[src/rtl/gpu_rect_engine_if.sv]
// Rectangle engine op/sprite/framebuffer bus and the shared op bundle type.
// The pix_count signal exists only when GPU_STATS_EN is defined.
package gpu_pkg;
  typedef struct packed {
    logic [10:0] x;
    logic [10:0] y;
    logic [10:0] width;
    logic [10:0] height;
    logic        color;
    logic        mem_en;
    logic [15:0] mem_addr;
    logic        scale;
  } gpu_op_t;
endpackage

interface gpu_rect_engine_if #(
  parameter int SPR_ADDR_W = 16
);
  import gpu_pkg::*;

  gpu_op_t                 op;
  logic                    op_valid;
  logic                    op_ready;
  logic [SPR_ADDR_W-1:0]   spr_addr;
  logic [1:0]              spr_data;
  logic                    fb_we;
  logic [10:0]             fb_x;
  logic [10:0]             fb_y;
  logic                    fb_color;
  logic                    fb_ready;
`ifdef GPU_STATS_EN
  logic [31:0]             pix_count;
`endif

  modport master (
    output op, op_valid, spr_data, fb_ready,
    input  op_ready, spr_addr, fb_we, fb_x, fb_y, fb_color
`ifdef GPU_STATS_EN
    , input pix_count
`endif
  );

  modport slave (
    input  op, op_valid, spr_data, fb_ready,
    output op_ready, spr_addr, fb_we, fb_x, fb_y, fb_color
`ifdef GPU_STATS_EN
    , output pix_count
`endif
  );
endinterface

[src/rtl/gpu_rect_engine.sv]
// Rasterises fill / sprite rectangle ops into framebuffer writes.
// Optional macro GPU_STATS_EN adds a saturating accepted-write counter.
module gpu_rect_engine
  import gpu_pkg::*;
#(
  parameter int HOR_ACTIVE_PIXELS = 640,
  parameter int VER_ACTIVE_PIXELS = 480,
  parameter int SPR_ADDR_W        = 16
) (
  input  logic               clk,
  input  logic               rst,
  input  logic               ce,
  gpu_rect_engine_if.slave   bus
);

  localparam logic [11:0] HMAX = 12'(HOR_ACTIVE_PIXELS);
  localparam logic [11:0] VMAX = 12'(VER_ACTIVE_PIXELS);

  typedef enum logic [2:0] {
    IDLE, FILL, SPR_FETCH, SPR_WRITE, DONE
  } state_t;

  state_t                state_q;
  gpu_op_t               op_q;
  logic [10:0]           dx_q, dy_q;
  logic                  op_ready_q;
  logic                  fb_we_q;
  logic [10:0]           fb_x_q, fb_y_q;
  logic                  fb_color_q;
  logic [SPR_ADDR_W-1:0] spr_addr_q;

  logic                  stall;
  logic                  last_x, last_y;
  logic [10:0]           nx, ny;
  logic [11:0]           px, py;
  logic                  in_view;
  logic                  pix_wr, pix_col;
  logic [10:0]           stride, sx, sy;
  logic [SPR_ADDR_W-1:0] nxt_addr;

  always_comb begin
    stall   = fb_we_q & ~bus.fb_ready;
    last_x  = dx_q == op_q.width - 11'd1;
    last_y  = dy_q == op_q.height - 11'd1;
    nx      = last_x ? 11'd0 : dx_q + 11'd1;
    ny      = last_x ? dy_q + 11'd1 : dy_q;
    px      = {1'b0, op_q.x} + {1'b0, dx_q};
    py      = {1'b0, op_q.y} + {1'b0, dy_q};
    in_view = (px < HMAX) && (py < VMAX);
    pix_wr  = op_q.mem_en ? bus.spr_data[1] : 1'b1;
    pix_col = op_q.mem_en ? bus.spr_data[0] : op_q.color;
    // address of the pixel after the current one, fetched next
    stride  = op_q.width >> op_q.scale;
    sx      = nx >> op_q.scale;
    sy      = ny >> op_q.scale;
    nxt_addr = SPR_ADDR_W'(op_q.mem_addr)
             + SPR_ADDR_W'(sy) * SPR_ADDR_W'(stride)
             + SPR_ADDR_W'(sx);
  end

  always_ff @(posedge clk or negedge rst) begin
    if (!rst) begin
      state_q    <= IDLE;
      op_q       <= '0;
      dx_q       <= '0;
      dy_q       <= '0;
      op_ready_q <= 1'b1;
      fb_we_q    <= 1'b0;
      fb_x_q     <= '0;
      fb_y_q     <= '0;
      fb_color_q <= 1'b0;
      spr_addr_q <= '0;
    end else if (ce && !stall) begin
      fb_we_q <= 1'b0;
      unique case (state_q)
        IDLE: begin
          if (bus.op_valid) begin
            op_q       <= bus.op;
            dx_q       <= '0;
            dy_q       <= '0;
            op_ready_q <= 1'b0;
            spr_addr_q <= SPR_ADDR_W'(bus.op.mem_addr);
            if (bus.op.width == '0 || bus.op.height == '0)
              state_q <= DONE;
            else if (bus.op.mem_en)
              state_q <= SPR_FETCH;
            else
              state_q <= FILL;
          end
        end
        FILL, SPR_WRITE: begin
          if (pix_wr && in_view) begin
            fb_we_q    <= 1'b1;
            fb_x_q     <= px[10:0];
            fb_y_q     <= py[10:0];
            fb_color_q <= pix_col;
          end
          dx_q <= nx;
          dy_q <= ny;
          if (op_q.mem_en)
            spr_addr_q <= nxt_addr;
          if (last_x && last_y)
            state_q <= DONE;
          else if (op_q.mem_en)
            state_q <= SPR_FETCH;
        end
        SPR_FETCH: state_q <= SPR_WRITE;
        DONE: begin
          op_ready_q <= 1'b1;
          state_q    <= IDLE;
        end
        default: state_q <= IDLE;
      endcase
    end
  end

  assign bus.op_ready = op_ready_q;
  assign bus.spr_addr = spr_addr_q;
  assign bus.fb_we    = fb_we_q;
  assign bus.fb_x     = fb_x_q;
  assign bus.fb_y     = fb_y_q;
  assign bus.fb_color = fb_color_q;

`ifdef GPU_STATS_EN
  logic [31:0] pix_count_q;

  always_ff @(posedge clk or negedge rst) begin
    if (!rst)
      pix_count_q <= '0;
    else if (ce && fb_we_q && bus.fb_ready && pix_count_q != '1)
      pix_count_q <= pix_count_q + 32'd1;
  end

  assign bus.pix_count = pix_count_q;
`endif

endmodule

[src/flat_wrapper.sv]
// flat-port wrapper written by rule: the top's interface ports become plain ports
module gpu_rect_engine_flat import gpu_pkg::*;
#(
  parameter int HOR_ACTIVE_PIXELS = 640,
  parameter int VER_ACTIVE_PIXELS = 480,
  parameter int SPR_ADDR_W        = 16
)
  (clk, rst, ce, bus_op, bus_op_valid, bus_spr_data, bus_fb_ready, bus_op_ready, bus_spr_addr, bus_fb_we, bus_fb_x, bus_fb_y, bus_fb_color);
  gpu_rect_engine_if #(.SPR_ADDR_W(SPR_ADDR_W)) bus_i ();
  input  logic clk;
  input  logic rst;
  input  logic ce;
  input wire logic [$bits(bus_i.op)-1:0] bus_op;
  input wire logic [$bits(bus_i.op_valid)-1:0] bus_op_valid;
  input wire logic [$bits(bus_i.spr_data)-1:0] bus_spr_data;
  input wire logic [$bits(bus_i.fb_ready)-1:0] bus_fb_ready;
  output wire logic [$bits(bus_i.op_ready)-1:0] bus_op_ready;
  output wire logic [$bits(bus_i.spr_addr)-1:0] bus_spr_addr;
  output wire logic [$bits(bus_i.fb_we)-1:0] bus_fb_we;
  output wire logic [$bits(bus_i.fb_x)-1:0] bus_fb_x;
  output wire logic [$bits(bus_i.fb_y)-1:0] bus_fb_y;
  output wire logic [$bits(bus_i.fb_color)-1:0] bus_fb_color;
  assign bus_i.op = bus_op;
  assign bus_i.op_valid = bus_op_valid;
  assign bus_i.spr_data = bus_spr_data;
  assign bus_i.fb_ready = bus_fb_ready;
  assign bus_op_ready = bus_i.op_ready;
  assign bus_spr_addr = bus_i.spr_addr;
  assign bus_fb_we = bus_i.fb_we;
  assign bus_fb_x = bus_i.fb_x;
  assign bus_fb_y = bus_i.fb_y;
  assign bus_fb_color = bus_i.fb_color;
  gpu_rect_engine #(.HOR_ACTIVE_PIXELS(HOR_ACTIVE_PIXELS), .VER_ACTIVE_PIXELS(VER_ACTIVE_PIXELS), .SPR_ADDR_W(SPR_ADDR_W)) u_core (.clk(clk), .rst(rst), .ce(ce), .bus(bus_i));
endmodule
[config.mk]
export PLATFORM = sky130hd
export DESIGN_NAME = gpu_rect_engine_flat
export DESIGN_NICKNAME = d
export VERILOG_FILES = /design/src/rtl/gpu_rect_engine_if.sv /design/src/rtl/gpu_rect_engine.sv /design/src/flat_wrapper.sv
export SDC_FILE = /design/constraint.sdc
export NUM_CORES = 1
export LEC_CHECK = 0
export ABC_AREA = 0
export BUFFER_PORTS_ARGS = -buffer_cell sky130_fd_sc_hd__clkbuf_2
export CAP_MARGIN = 10
export CORE_MARGIN = 1
export CORE_UTILIZATION = 30
export CTS_CLUSTER_SIZE = 20
export DETAILED_ROUTE_END_ITERATION = 10
export REMOVE_ABC_BUFFERS = 1
export SLEW_MARGIN = 25
export SYNTH_ARGS = -nofsm -noshare
export SYNTH_HDL_FRONTEND = slang
export SYNTH_SLANG_ARGS = --single-unit
[constraint.sdc]
create_clock -name clk -period 10.1 [get_ports clk]
set_input_delay 2.02 -clock clk [delete_from_list [all_inputs] [get_ports clk]]
set_output_delay 2.02 -clock clk [all_outputs]
set_load 0.05 [all_outputs]
==> flow_summary.ini <==
[detailed_routing]
firstDrtPassIters = 5
first_iter_violations = 581
post_drt_wl_per_cell_um = 16.2
antenna_left = 0
viasPerCell = 4.75
drt_drc_violations_left = 0
vias = 8724
drt_wl_total_um = 29700

[global_routing]
grt_pass1_wl_um = 48300
grt_antenna_before_repair = 1
grt.overflow.total = 0
gr-usage-all-layers = 0.160
grt_max_degree = 69
grt_pass1_vias = 8919

[cts]
cts_buffers = 17
cts_max_path_buffers = 2
cts_resized = 0
cts_max_level = 4
clk_pin_slew_ns = 0.06
cts_hold_buf = 0
clock-sinks = 129
cts_root_buffer = clkbuf_16
cts_setup_buffers = 0
tritoncts = done
insertion_delay_ns = 0.44

[sta]
setup_tns_ns = 0
rsz0062_at_grt = false
drv_slew = 0
fin_skew_ns = 0.0127
slew_headroom = 0.267
hold_viol_final = 0
timing.fmax_mhz = 114
period_needed_ns = 8.79
fin_crit_sh = 0.870
finalSetupViolations = 0
tightest_slew_ns = 1.07
fin_ws_ns = 1.31

[power]
p_leak_nw = 6.33
intPower_mw = 2.05
vdd_drop_max_v = 0.000138
swShare = 0.491
p_per_area_mw_per_mm2 = 307
comb_power_share = 0.620
p_sw_mw = 1.98
seq_power_share = 0.228
p_clk_frac = 0.152

[worst_hold_path]
holdPathStages = 2
hold_class = flop to flop

[critical_path]
critPathRequiredTime_ns = 10.42
max_stage_delay_ns = 0.57
rrSetupSlack_ns = 1.31
critical_path_class = flop to flop
reg2reg_depth = 32
start_kind = flop
cp_data_arrival_time_ns = 9.11
worstPathMaxFanout = 13
cp-end-kind = flop
critPathSlowestCell = or4_1

[floorplan]
start_util = 0.304
die_w_um = 197
io_pins = 111
die_h_um = 197
coreArea_mm2 = 0.0377
core.rowCount = 71
die_area_mm2 = 0.0390

[synthesis]
syn_avg_cell_area_um2 = 9.41
async_flop_share = 1.00
ys_seq_area_frac = 0.282
ys.flop_type = dfrtp_1
synthDistinctLibCells = 70
yosysWarnings = 0
netlist_instances = 1218
syn_area_mm2 = 0.0115
ys_seq_elements = 129
synth_edf_count = 0

[flow_run]
drv_cap = 0

[placed_design]
portBuffers = 110
gp_congestion = 0.862
place_ws_ns = 1.28
hpwl_um = 23100

[layout]
drive_gt1_frac = 0.196
area_delta_synth_final_pct = 14.6
nNetsFinal = 1542
layout_commonest_cell = inv_1
layout_common_cells = 176 x inv_1, 128 x dfrtp_1, 116 x nand2_1
insertedDiodeCount = 0

[status]
status = complete, no violations
[sequential cells by signal (all words and copies together) (netlist names)]
signal / flops
u_core.dy_q: 11
u_core.bus.fb_x: 11
u_core.dx_q: 11
u_core.bus.fb_color: 1
u_core.bus.spr_addr: 16
u_core.state_q: 3
u_core.bus.op_ready: 1
u_core.bus.fb_we: 1
u_core.bus.fb_y: 11
u_core.op_q: 63
[worst max-delay path, delay by kind of cell (launching register included)]
kind	cells	cell delay [ns]
fa+ha+maj	7	2.80
flops	1	0.50
simple gates	7	1.98
buf+inv	5	0.46
compound gates	8	1.55
mux	2	0.51
xor+xnor	3	0.89
[layer usage]
layer / wire length [um] / up-vias / share of wire / GRT usage
met5: 13 / - / 0.00044 / 0
met4: 482 / 2 / 0.016 / 0.0399
met3: 1280 / 37 / 0.043 / 0.0326
met2: 13800 / 200 / 0.46 / 0.257
met1: 14100 / 4289 / 0.48 / 0.220
li1: - / 4196 / - / -
[stage by stage]
stage | hold slack (ns) | area (um^2) | utilization | instances | total power [mW]
2_1_floorplan | 0.456 | 11300 | - | 1173 | 2.83
3_3_place_gp | 0.465 | 12600 | 0.334 | 1804 | 3.39
3_5_place_dp | 0.472 | 12600 | 0.334 | 1804 | 3.44
4_1_cts | 0.485 | 13100 | 0.349 | 1836 | 4.08
5_1_grt | 0.508 | 13100 | 0.349 | 1836 | 4.46
6_report | 0.475 | 13100 | 0.349 | 1836 | 4.03
[layout make-up]
| cell class | count | area, um^2 |
|---|---|---|
| clock buffer | 20 | 467 |
| clock inverter | 12 | 96.3 |
| fill | 3925 | 24500 |
| inverter | 176 | 661 |
| multi-input combinational | 868 | 7410 |
| sequential | 129 | 3230 |
| tap | 511 | 639 |
| timing repair buffer | 120 | 632 |
[power groups by stage]
stage	combinational [mW]	clock [mW]	sequential, mW
final	2.50	0.612	0.919
after global routing	2.85	0.651	0.954
after CTS	2.53	0.627	0.917
after detailed placement	2.52	0	0.926
after global placement	2.47	0	0.915
after floorplan	1.72	0	1.11
[cell families after synthesis]
| group | Yosys count | share of synthesized area |
|---|---|---|
| fa+ha+maj | 160 | 0.236 |
| compound gates | 179 | 0.0958 |
| simple gates | 341 | 0.143 |
| buf+inv | 221 | 0.0738 |
| xor+xnor | 79 | 0.0642 |
| flops | 129 | 0.282 |
| mux | 109 | 0.105 |
[worst paths after layout]
path	start	end
min in group asynchronous	rst	u_core.bus.spr_addr[14]$_DFFE_PN0P_
hold reg to reg	u_core.bus.spr_addr[7]$_DFFE_PN0P_	u_core.bus.spr_addr[7]$_DFFE_PN0P_
setup / recovery	u_core.op_q[35]$_DFFE_PN0P_	u_core.bus.spr_addr[15]$_DFFE_PN0P_
setup reg to reg	u_core.op_q[35]$_DFFE_PN0P_	u_core.bus.spr_addr[15]$_DFFE_PN0P_
hold / removal	u_core.bus.spr_addr[7]$_DFFE_PN0P_	u_core.bus.spr_addr[7]$_DFFE_PN0P_
max in group asynchronous	rst	u_core.op_q[54]$_DFFE_PN0P_
[cell usage after synthesis (2+ instances only)]
| master | n | area, um^2 |
|---|---|---|
| a211o_1 | 2 | 17.5 |
| a211oi_1 | 5 | 37.5 |
| a21boi_0 | 4 | 30.0 |
| a21o_1 | 16 | 120 |
| a21oi_1 | 41 | 205 |
| a22o_1 | 2 | 17.5 |
| a31oi_1 | 4 | 25.0 |
| and2_1 | 10 | 62.6 |
| and3_1 | 9 | 56.3 |
| buf_1 | 5 | 18.8 |
| buf_6 | 2 | 22.5 |
| clkbuf_1 | 37 | 139 |
| dfrtp_1 | 128 | 3200 |
| fa_1 | 94 | 1880 |
| ha_1 | 66 | 826 |
| inv_1 | 176 | 661 |
| mux2_2 | 89 | 1000 |
| mux2i_1 | 20 | 200 |
| nand2_1 | 116 | 435 |
| nand2b_1 | 13 | 81.3 |
| nand3_1 | 18 | 90.1 |
| nand3b_1 | 4 | 30.0 |
| nand4_1 | 5 | 31.3 |
| nand4_4 | 2 | 42.5 |
| nor2_1 | 98 | 368 |
| nor2b_1 | 18 | 113 |
| nor3_1 | 16 | 80.1 |
| nor4_1 | 13 | 81.3 |
| o211ai_1 | 3 | 22.5 |
| o21a_1 | 2 | 15.0 |
| o21ai_0 | 64 | 320 |
| o21ai_1 | 4 | 20.0 |
| o21bai_1 | 9 | 67.6 |
| o31ai_1 | 6 | 45.0 |
| or2_2 | 4 | 25.0 |
| or3_1 | 5 | 31.3 |
| or4_1 | 2 | 15.0 |
| xnor2_1 | 46 | 403 |
| xor2_1 | 29 | 254 |
Power figures use the tool's default switching activity.
